<file path="config.mk">
export PLATFORM = sky130hd
export DESIGN_NAME = bus_arbiter
export DESIGN_NICKNAME = d
export VERILOG_FILES = /design/src/rtl/bus_arbiter.sv
export SDC_FILE = /design/constraint.sdc
export NUM_CORES = 1
export LEC_CHECK = 0
export CORE_MARGIN = 2
export CORE_UTILIZATION = 43
export CTS_BUF_LIST = sky130_fd_sc_hd__clkbuf_8
export CTS_CLUSTER_SIZE = 12
export DETAILED_ROUTE_END_ITERATION = 12
export PLACE_DENSITY = 0.75
export SETUP_SLACK_MARGIN = 0.05
export SYNTH_ARGS = -nofsm -noshare
export SYNTH_HDL_FRONTEND = slang
export SYNTH_SLANG_ARGS = --single-unit
</file>
<file path="constraint.sdc">
create_clock -name clock -period 1.4 [get_ports clock]
set_clock_uncertainty 0.1 [all_clocks]
set_input_delay 0.14 -clock clock [delete_from_list [all_inputs] [get_ports clock]]
set_output_delay 0.14 -clock clock [all_outputs]
set_load 0.01 [all_outputs]
</file>
<file path="src/rtl/bus_arbiter.sv">
`default_nettype none
// ============================================================================
// Module      : bus_arbiter
// Description : Round-robin arbiter for the shared system bus. A requesting
//               master receives a one-cycle one-hot grant pulse; the arbiter
//               then tracks that master's tenure through the shared
//               begin/end/error lines and only re-arbitrates once the bus
//               has returned to IDLE.
// Revision    : 1.0 - initial release
// ----------------------------------------------------------------------------
// Parameters
//   NUM_MASTERS     number of requesters (2..16)
//   TIMEOUT_CYCLES  watchdog limit in cycles (1..255), used only when the
//                   BUS_ARBITER_TIMEOUT_EN macro is defined
// Ports
//   clock               system clock, rising edge
//   reset               asynchronous active-high reset
//   request             per-master level-sensitive bus request
//   begin_transactionIN shared bus begin_transaction (OR of all masters)
//   end_transactionIN   shared bus end_transaction
//   errorIN             shared bus error, terminates the current tenure
//   granted             one-hot grant pulse, one cycle wide
//   current_master      index of the last or current bus owner
//   bus_idle            high while the arbiter is in IDLE (registered)
//   timeout             one-cycle pulse when the watchdog fires
// Configuration
//   BUS_ARBITER_TIMEOUT_EN  when defined, an 8-bit watchdog abandons a
//                           granted master that never begins a transaction;
//                           when undefined, timeout is tied low and the
//                           arbiter waits for begin indefinitely.
// ============================================================================
module bus_arbiter #(
    parameter int NUM_MASTERS    = 4,
    parameter int TIMEOUT_CYCLES = 16
) (
    input  logic                           clock,
    input  logic                           reset,
    input  logic [NUM_MASTERS-1:0]         request,
    input  logic                           begin_transactionIN,
    input  logic                           end_transactionIN,
    input  logic                           errorIN,
    output logic [NUM_MASTERS-1:0]         granted,
    output logic [$clog2(NUM_MASTERS)-1:0] current_master,
    output logic                           bus_idle,
    output logic                           timeout
);

    localparam int                 c_IDX_W       = $clog2(NUM_MASTERS);
    localparam logic [c_IDX_W:0]   c_NUM_MASTERS = (c_IDX_W+1)'(NUM_MASTERS);
    localparam logic [c_IDX_W:0]   c_ONE         = (c_IDX_W+1)'(1);

    // ------------------------------------------------------------------------
    // Elaboration-time parameter range checks
    // ------------------------------------------------------------------------
    if (NUM_MASTERS < 2 || NUM_MASTERS > 16) begin : g_badNumMasters
        $error("bus_arbiter: NUM_MASTERS must be in 2..16");
    end
    if (TIMEOUT_CYCLES < 1 || TIMEOUT_CYCLES > 255) begin : g_badTimeout
        $error("bus_arbiter: TIMEOUT_CYCLES must be in 1..255");
    end

    typedef enum logic [1:0] {
        S_IDLE       = 2'd0,
        S_GRANT      = 2'd1,
        S_WAIT_BEGIN = 2'd2,
        S_BUSY       = 2'd3
    } state_t;

    state_t               r_state;
    logic [c_IDX_W-1:0]   r_rrPtr;

    logic                 w_anyReq;
    logic [c_IDX_W-1:0]   w_winner;
    logic [c_IDX_W:0]     w_probe;
    logic [c_IDX_W:0]     w_winnerInc;
    logic [c_IDX_W-1:0]   w_nextPtr;
    logic                 w_release;

    // ------------------------------------------------------------------------
    // Winner selection: first set request at or after r_rrPtr, wrapping.
    // The loop walks offsets from the far end down to zero so that the
    // nearest requester (smallest offset) is the last one written and wins.
    // ------------------------------------------------------------------------
    always_comb begin
        w_anyReq = |request;
        w_winner = '0;
        w_probe  = '0;
        for (int i = NUM_MASTERS - 1; i >= 0; i--) begin
            w_probe = {1'b0, r_rrPtr} + (c_IDX_W+1)'(i);
            if (w_probe >= c_NUM_MASTERS) begin
                w_probe = w_probe - c_NUM_MASTERS;
            end
            if (request[w_probe[c_IDX_W-1:0]]) begin
                w_winner = w_probe[c_IDX_W-1:0];
            end
        end
    end

    // Pointer moves one past the winner so it cannot win back-to-back
    // while anyone else is asking.
    always_comb begin
        w_winnerInc = {1'b0, w_winner} + c_ONE;
        if (w_winnerInc == c_NUM_MASTERS) begin
            w_nextPtr = '0;
        end else begin
            w_nextPtr = w_winnerInc[c_IDX_W-1:0];
        end
    end

    // A tenure that has not yet begun ends on an error, or on a begin that
    // arrives together with its own end (single-cycle transaction).
    always_comb begin
        w_release = errorIN || (begin_transactionIN && end_transactionIN);
    end

`ifdef BUS_ARBITER_TIMEOUT_EN
    localparam logic [7:0] c_TIMEOUT = 8'(TIMEOUT_CYCLES);

    logic [7:0] r_wdCount;
    logic [7:0] w_wdNext;
    logic       w_wdExpired;

    // The count includes the GRANT cycle, so the watchdog fires exactly
    // TIMEOUT_CYCLES edges after the grant edge.
    always_comb begin
        w_wdNext    = r_wdCount + 8'd1;
        w_wdExpired = (w_wdNext >= c_TIMEOUT);
    end
`else
    assign timeout = 1'b0;
`endif

    // ------------------------------------------------------------------------
    // Arbitration FSM with registered outputs
    // ------------------------------------------------------------------------
    always_ff @(posedge clock or posedge reset) begin
        if (reset) begin
            r_state        <= S_IDLE;
            r_rrPtr        <= '0;
            granted        <= '0;
            current_master <= '0;
            bus_idle       <= 1'b1;
`ifdef BUS_ARBITER_TIMEOUT_EN
            timeout        <= 1'b0;
            r_wdCount      <= '0;
`endif
        end else begin
            // Grant and timeout are single-cycle pulses.
            granted <= '0;
`ifdef BUS_ARBITER_TIMEOUT_EN
            timeout <= 1'b0;
`endif
            case (r_state)
                S_IDLE: begin
                    // begin/end/error are deliberately ignored here.
                    if (w_anyReq) begin
                        r_state        <= S_GRANT;
                        granted        <= NUM_MASTERS'(1) << w_winner;
                        current_master <= w_winner;
                        r_rrPtr        <= w_nextPtr;
                        bus_idle       <= 1'b0;
`ifdef BUS_ARBITER_TIMEOUT_EN
                        r_wdCount      <= '0;
`endif
                    end
                end

                S_GRANT: begin
                    if (begin_transactionIN) begin
                        r_state <= S_BUSY;
`ifdef BUS_ARBITER_TIMEOUT_EN
                    end else if (w_wdExpired) begin
                        r_state  <= S_IDLE;
                        bus_idle <= 1'b1;
                        timeout  <= 1'b1;
                    end else begin
                        r_state   <= S_WAIT_BEGIN;
                        r_wdCount <= w_wdNext;
`else
                    end else begin
                        r_state <= S_WAIT_BEGIN;
`endif
                    end
                end

                S_WAIT_BEGIN: begin
                    if (w_release) begin
                        r_state  <= S_IDLE;
                        bus_idle <= 1'b1;
                    end else if (begin_transactionIN) begin
                        r_state <= S_BUSY;
`ifdef BUS_ARBITER_TIMEOUT_EN
                    end else if (w_wdExpired) begin
                        r_state  <= S_IDLE;
                        bus_idle <= 1'b1;
                        timeout  <= 1'b1;
                    end else begin
                        r_wdCount <= w_wdNext;
`endif
                    end
                end

                S_BUSY: begin
                    if (end_transactionIN || errorIN) begin
                        r_state  <= S_IDLE;
                        bus_idle <= 1'b1;
                    end
                end

                default: begin
                    r_state  <= S_IDLE;
                    bus_idle <= 1'b1;
                end
            endcase
        end
    end

endmodule
`default_nettype wire

</file>
==> impl_results.md, run 1 <==
- Layout Area Growth over Synthesis: 64.7%
- Drt drc: 0
- Final Hold Vio Count: 0
- Synth top area cells: dfrtp_1, ha_1, mux2_4
- Cells after DPL: 94
- Starting DRT DRC Count: 2
- CTS tree: done
- Die Wd: ~42 um
- Status: complete, but fails checks
- #FFs+latches synth: 11
- Fin crit share: 108%
- Remaining antenna violation count after routing: 0
- Max_cap viols: 0
- GRT overflow: 0
- CP endpoint kind: flip-flop
- R2R depth: 6
- Fill cell count: 96
- P_leak: approximately 0.50 nW
- Clk_lat worst skew: 0.23 ns
- # diodes: 0
- Wire length per cell: 13.2 um
- Crit Reg-Reg Endpoint: granted[1]
- Die height: between 40 and 50 um
- Worst path slowest cell: dfrtp_1
- Worst path cell trace: and2b_2 -> nor2_4 -> a2bb2oi_4 -> inv_2 -> ha_2 -> and2_4
- Initial Util: 46.5%
- Htree depth: 1
- Worst Path Max Fanout: 3
- Syn_nets: roughly 70
- VDD IR max: 1.32 mV
- Clock transition at path regs: 0.05 ns
- Hold crit path type: input pin to async pin
- Synth top area share: 40.8%
- Slowest stage delay, CP: 0.36 ns
- CTS Buf Count: 3
- Mean Syn Cell Area: 10.9 sq um
- Utilization after layout: 76.6%
- Pwr Density: 1860 nW/um^2
- First-pass DRT Iterations: 2
- Area leader, netlist: dfrtp_1
- Vias in the first global route: 528
- Post-Layout Cell Count: 102
- Multi-input gate area: 400 sq um
- Synth Warn #: 0
- Final setup fails: 7
- Crit path DAT: 1.55 ns
- I/O pin count: 17
- Pins Over Slew Limit: 0
- # clock sinks: 11
- Initial antenna violation count: 0
- Post-Route WL: 1350 um
- Vias per cell: roughly 5
- Hpwl dp: 997 um
- R2R Setup Slk: -0.12 ns
- Req. time, crit path: 1.43 ns
- Final net count: 101
- Core footprint: 1320 sq um
- Syn Inst Count: 56
- Final worst setup slack: -0.118 ns
- RSZ-0062 raised after global routing: true
- Kind of critical path: flip-flop to flip-flop
- CTS Root Cell: clkbuf_8
- GPL Wtd Cong: just over 0.8
- Min Clock Period, post-route: between 1.5 and 2 ns
- Maximum clock rate: roughly 660 MHz
- Reg area: 277 sq um
- Core Rows: 13
- Gr usage total: between 15 and 20%
- Total die area: 1740 sq um
- CP Launch Type: flip-flop
- Max clock buf depth: 2
- Failing checks: setup timing
- First-pass GRT wire length: 2340 um
- Largest net degree at the start of global routing: 12
- Synth unique cells: 26
- Share of layout cells above drive strength 1: 46.0%
- Routed vias: 500
- Post-synthesis sequential area ratio: 45.1%
- Post-synthesis cell area: 613 sq um
- Worst reg2reg startpoint: r_rrPtr[0]
- PortBufs: 15
-- power by group --
| part | switching (W) | total [W] | internal, W |
|---|---|---|---|
| Sequential | 0.000110 | 0.000570 | 0.000459 |
| Clock | 0.000116 | 0.000309 | 0.000192 |
| Combinational | 0.000416 | 0.000999 | 0.000583 |
-- registers in the layout, summed over array words and instances, names as in the netlist --
register	flops
bus_idle	1
current_master	2
r_state	2
r_rrPtr	2
granted	4
-- cells in the mapped netlist --
| library cell | n |
|---|---|
| conb_1 | 1 |
| inv_1 | 4 |
| nor2b_1 | 2 |
| o221a_1 | 1 |
| nor3_4 | 1 |
| or3_4 | 1 |
| nor4_4 | 1 |
| nor3_1 | 1 |
| and2b_1 | 1 |
| and2_1 | 4 |
| a22o_1 | 1 |
| nand2_1 | 7 |
| nor2_1 | 3 |
| dfrtp_1 | 10 |
| o21ai_0 | 1 |
| dfstp_2 | 1 |
| a21oi_1 | 1 |
| nor3b_2 | 1 |
| ha_1 | 4 |
| o21ai_1 | 3 |
| nand2b_1 | 1 |
| mux2_4 | 2 |
| buf_4 | 1 |
| and2b_2 | 1 |
| a2bb2oi_2 | 1 |
| o22ai_1 | 1 |
-- layout make-up --
type                    instances  share of cell area (%)
multi-input cells              40                    39.7
repair buffers                 28                    25.2
flip-flops and latches         11                    27.4
clock buffers                   3                    4.09
well taps                      15                    1.86
inverters                       4                    1.49
clock inverters                 1                   0.372
-- routing by layer --
metal / up-vias / share of wire, % / track usage [%]
li1: 247 / - / -
met1: 235 / 38 / 19.9
met2: 15 / 56 / 32.2
met3: 3 / 4.8 / 6.96
met4: 0 / 0.74 / 5.81
met5: - / 0 / 0
-- kinds of logic after synthesis --
family / synth area share (%)
multiplexers: 4.90
AND/OR/NAND/NOR: 26.7
buffers and inverters: 3.67
AO/OA/AOI/OAI: 10.8
adder cells (fa/ha/maj): 8.16
other: 0.612
flip-flops: 45.1
-- what timing repair did --
item | CTS | global route
gates resized for setup | 16 | 15
endpoints found under the setup margin | 14 | 10
buffers inserted | 2 | 2
pin swaps | 6 | 7
hold buffers | 0 | 0
-- how the worst max path moves through the flow --
| stage | from | to | depth (start not counted) |
|---|---|---|---|
| 2_1_floorplan | r_rrPtr[0] | r_rrPtr[1] | 7 |
| 3_3_place_gp | request[1] | r_rrPtr[0] | 5 |
| 3_5_place_dp | request[0] | granted[0] | 7 |
| 4_1_cts | r_rrPtr[0] | granted[0] | 6 |
| 5_1_grt | r_rrPtr[0] | granted[0] | 6 |
| 6_report | r_rrPtr[0] | granted[1] | 6 |
-- metrics by stage --
step / setup slack [ns] / total power [W] / instance area, sq um / hold WS (ns) / setup TNS [ns]
floorplan: -0.0552 / 0.00103 / 619 / -0.108 / -0.0842
global placement: -0.375 / 0.00136 / 848 / 0.347 / -3.19
detailed placement: -0.387 / 0.00139 / 848 / 0.360 / -3.24
CTS: -0.114 / 0.00171 / 930 / 0.102 / -0.478
global route: -0.168 / 0.00203 / 1010 / 0.137 / -1.12
finish: -0.118 / 0.00188 / 1010 / 0.0899 / -0.634
-- critical path: cells and delay by family (launching register included) --
kind                     cells  cell delay, ns
flip-flops                   1            0.36
AO/OA/AOI/OAI                1            0.21
AND/OR/NAND/NOR              3            0.48
buffers and inverters        1            0.08
adder cells (fa/ha/maj)      1            0.18
-- layout by cell type (no fill, tap or decap), drive strengths merged, types with 2 or more instances in the layout --
master         instances
clkbuf                 3
nor3                   2
and2b                  2
nand2                  7
ha                     4
nor2b                  2
and2                   4
inv                    5
dlymetal6s2s           2
nor2                   3
dlygate4sd2            8
o21ai                  4
buf                   13
dfrtp                 10
mux2                   2
clkdlybuf4s50          5
(Power assumes the default switching activity.)
==> inputs of run 2 (changes only) <==
clock period = 1.23 ns   (was 1.4 ns; I/O delays follow)
==> run 2 against run 1 <==
  * The run still ends with setup timing left
  * Cell area down 4.8%
  * Total power up 11%
  * Worst setup slack worse by 0.24 ns
  * Clock power up 20%
  * Sequential power up 13%
  * Largest cell class unchanged
  * Highest routed layer unchanged
==> impl_results.md, run 2 (synthesis gave the netlist of run 1 again) <==
- Commonest cells after routing, fill and taps aside: dfrtp_1, buf_4, nand2_1, dlygate4sd2_1
- Max clock buf depth: 2 (unchanged)
- Cts hold-fix bufs: 0 (unchanged)
- Final net count: 102 (+0.99%)
- Total die area: 1740 sq um (unchanged)
- Crit path depth: 7 (+1)
- Failing checks: setup timing
- Fill cell count: 102 (+6.3%)
- Status: complete, but fails checks
- R2R depth: 7 (+1)
- RSZ-0062 raised after global routing: true
- Worst reg2reg startpoint: r_rrPtr[0]
- Max_cap viols: 0 (unchanged)
- Starting DRT DRC Count: 2 (unchanged)
- Req. time, crit path: 1.26 ns (-0.17 ns)
- Clk_lat worst skew: 0.24 ns (about the same)
- Crit-path leading delay family: flip-flops
- Min Clock Period, post-route: 1.58 ns (+0.0655 ns)
- GPL Wtd Cong: 0.716 (-14%)
- Maximum clock rate: 631 MHz (-4.1%)
- Reg power frac: 30.8% (+0.5 points)
- Initial Util: 46.5% (unchanged)
- GRT overflow: 0 (unchanged)
- Gr usage total: 17.0% (-1.2 points)
- CP Buf/Inv Count: 1 (unchanged)
- Pins Over Slew Limit: 0 (unchanged)
- Die height: 41.8 um (unchanged)
- Routed vias: 499 (-0.20%)
- Crit path DAT: 1.62 ns (+0.07 ns)
- Sw frac: 34.6% (+0.41 points)
- Drt drc: 0 (unchanged)
- Hpwl dp: 961 um (-3.6%)
- CTS Root Cell: clkbuf_8
- Fin crit share: 129% (+20 points)
- Slowest stage delay, CP: 0.40 ns (+0.04 ns)
- # diodes: 0 (unchanged)
- Pwr Density: 2170 nW/um^2 (+17%)
- Cells after DPL: 95 (+1.1%)
- I/O pin count: 17 (unchanged)
- First-pass DRT Iterations: 5 (+3)
- Share of layout cells above drive strength 1: 47.7% (+1.8 points)
- Crit. Startpoint: r_rrPtr[0]
- CP endpoint kind: flip-flop
- Final worst setup slack: -0.354 ns (-0.236 ns)
- Register with the most flip-flops: granted
- Post-Route WL: 1330 um (-1.3%)
- Net switching power: 0.000724 W (+13%)
- P_leak: 0.484 nW (-4.2%)
- Hold crit path type: input pin to async pin
- Power, Total: 0.00209 W (+11%)
- Worst path cell trace: and2b_1 -> nor3b_2 -> o22ai_2 -> inv_1 -> ha_1 -> nand2_1 -> nand2_1
- Clock transition at path regs: 0.05 ns (about the same)
- Wire length per cell: 12.9 um (-2.3%)
- Initial antenna violation count: 0 (unchanged)
- Combinational fraction of design power: 51.5% (-1.7 points)
- CTS tree: done
- Worst Path Max Fanout: 4 (+1)
- VDD IR max: 1.16 mV (-12%)
- Largest net degree at the start of global routing: 12 (unchanged)
- Setup Total Neg Slack: -2.22 ns (-1.59 ns)
- Crit path top cell by count: nand2_1
- PortBufs: 15 (unchanged)
- Clock power share: 17.7% (+1.3 points)
- # clock sinks: 11 (unchanged)
- Vias in the first global route: 523 (-0.95%)
- Final setup fails: 8 (+1)
- CTS Buf Count: 3 (unchanged)
- Post-Layout Cell Count: 103 (+0.98%)
- Kind of critical path: flip-flop to flip-flop
- First-pass GRT wire length: 2170 um (-7.1%)
- Layout Area Growth over Synthesis: 56.7%
- Internal: 0.00137 W (+11%)
- Vias per cell: 4.84 (-1.2%)
- Core Rows: 13 (unchanged)
- Htree depth: 1 (unchanged)
- Core footprint: 1320 sq um (unchanged)
- Number of flip-flops under the largest register name: 4 (unchanged)
- Remaining antenna violation count after routing: 0 (unchanged)
- CP Launch Type: flip-flop
- Dpl ws: -0.563 ns (-0.176 ns)
- Worst path slowest cell: dfrtp_1
- Die Wd: 41.8 um (unchanged)
- Final Hold Vio Count: 0 (unchanged)
-- run 2: changes by cell type in the layout (fill, tap and decap cells not counted), sizes merged --
cell           before  now
buf                13   15
clkbuf              3    6
clkdlybuf4s50       5    4
clkinv              0    1
dlygate4sd2         8    6
dlymetal6s2s        2    1
inv                 5    4
-- run 2: repair_timing --
action,4_1_cts,5_1_grt
setup endpoints to repair,17,10
setup buffers,4,1
pin swaps,4,6
gates cloned,0,0
gates resized for setup,24,13
-- run 2: final timing paths --
kind                                     endpoint  slack, ns
worst max-delay path                   r_rrPtr[1]      -0.35
worst min-delay path                   granted[1]       0.07
worst max register to register         r_rrPtr[1]      -0.35
worst min register to register  current_master[0]       0.40
max in group asynchronous                bus_idle       0.63
min in group clock              current_master[0]       0.40
-- run 2: through the flow --
step	hold WS [ns]	utilization [%]	area, sq um
after floorplan	-0.125	-	619
after CTS	0.0888	72.6	957
after global placement	0.333	65.0	856
final	0.0719	72.9	961
after detailed placement	0.344	65.0	856
after global routing	0.114	72.9	961
-- run 2: power groups by stage --
stage | combinational (W) | sequential, W | clock, W
after floorplan | 0.000492 | 0.000674 | 0
after global placement | 0.000920 | 0.000638 | 0
after detailed placement | 0.000942 | 0.000646 | 0
after CTS | 0.00105 | 0.000640 | 0.000376
after global routing | 0.00117 | 0.000665 | 0.000403
final | 0.00108 | 0.000644 | 0.000370
-- run 2: area by class of cell --
cell class                      instances  area (sq um)  area share, %
Multi-Input combinational cell         40           357           37.1
Sequential cell                        11           277           28.8
Timing Repair Buffer                   29           245           25.5
Clock buffer                            3          41.3           4.30
Tap cell                               15          18.8           1.95
Inverter                                4          17.5           1.82
Clock inverter                          1          5.00          0.521
-- run 2: metal layers --
metal | global-route usage [%] | routed length, um | up-vias
li1 | - | - | 249
met3 | 6.09 | 77 | 5
met2 | 28.4 | 694 | 16
met1 | 18.4 | 524 | 229
met5 | 0 | 0 | -
met4 | 9.68 | 33 | 0
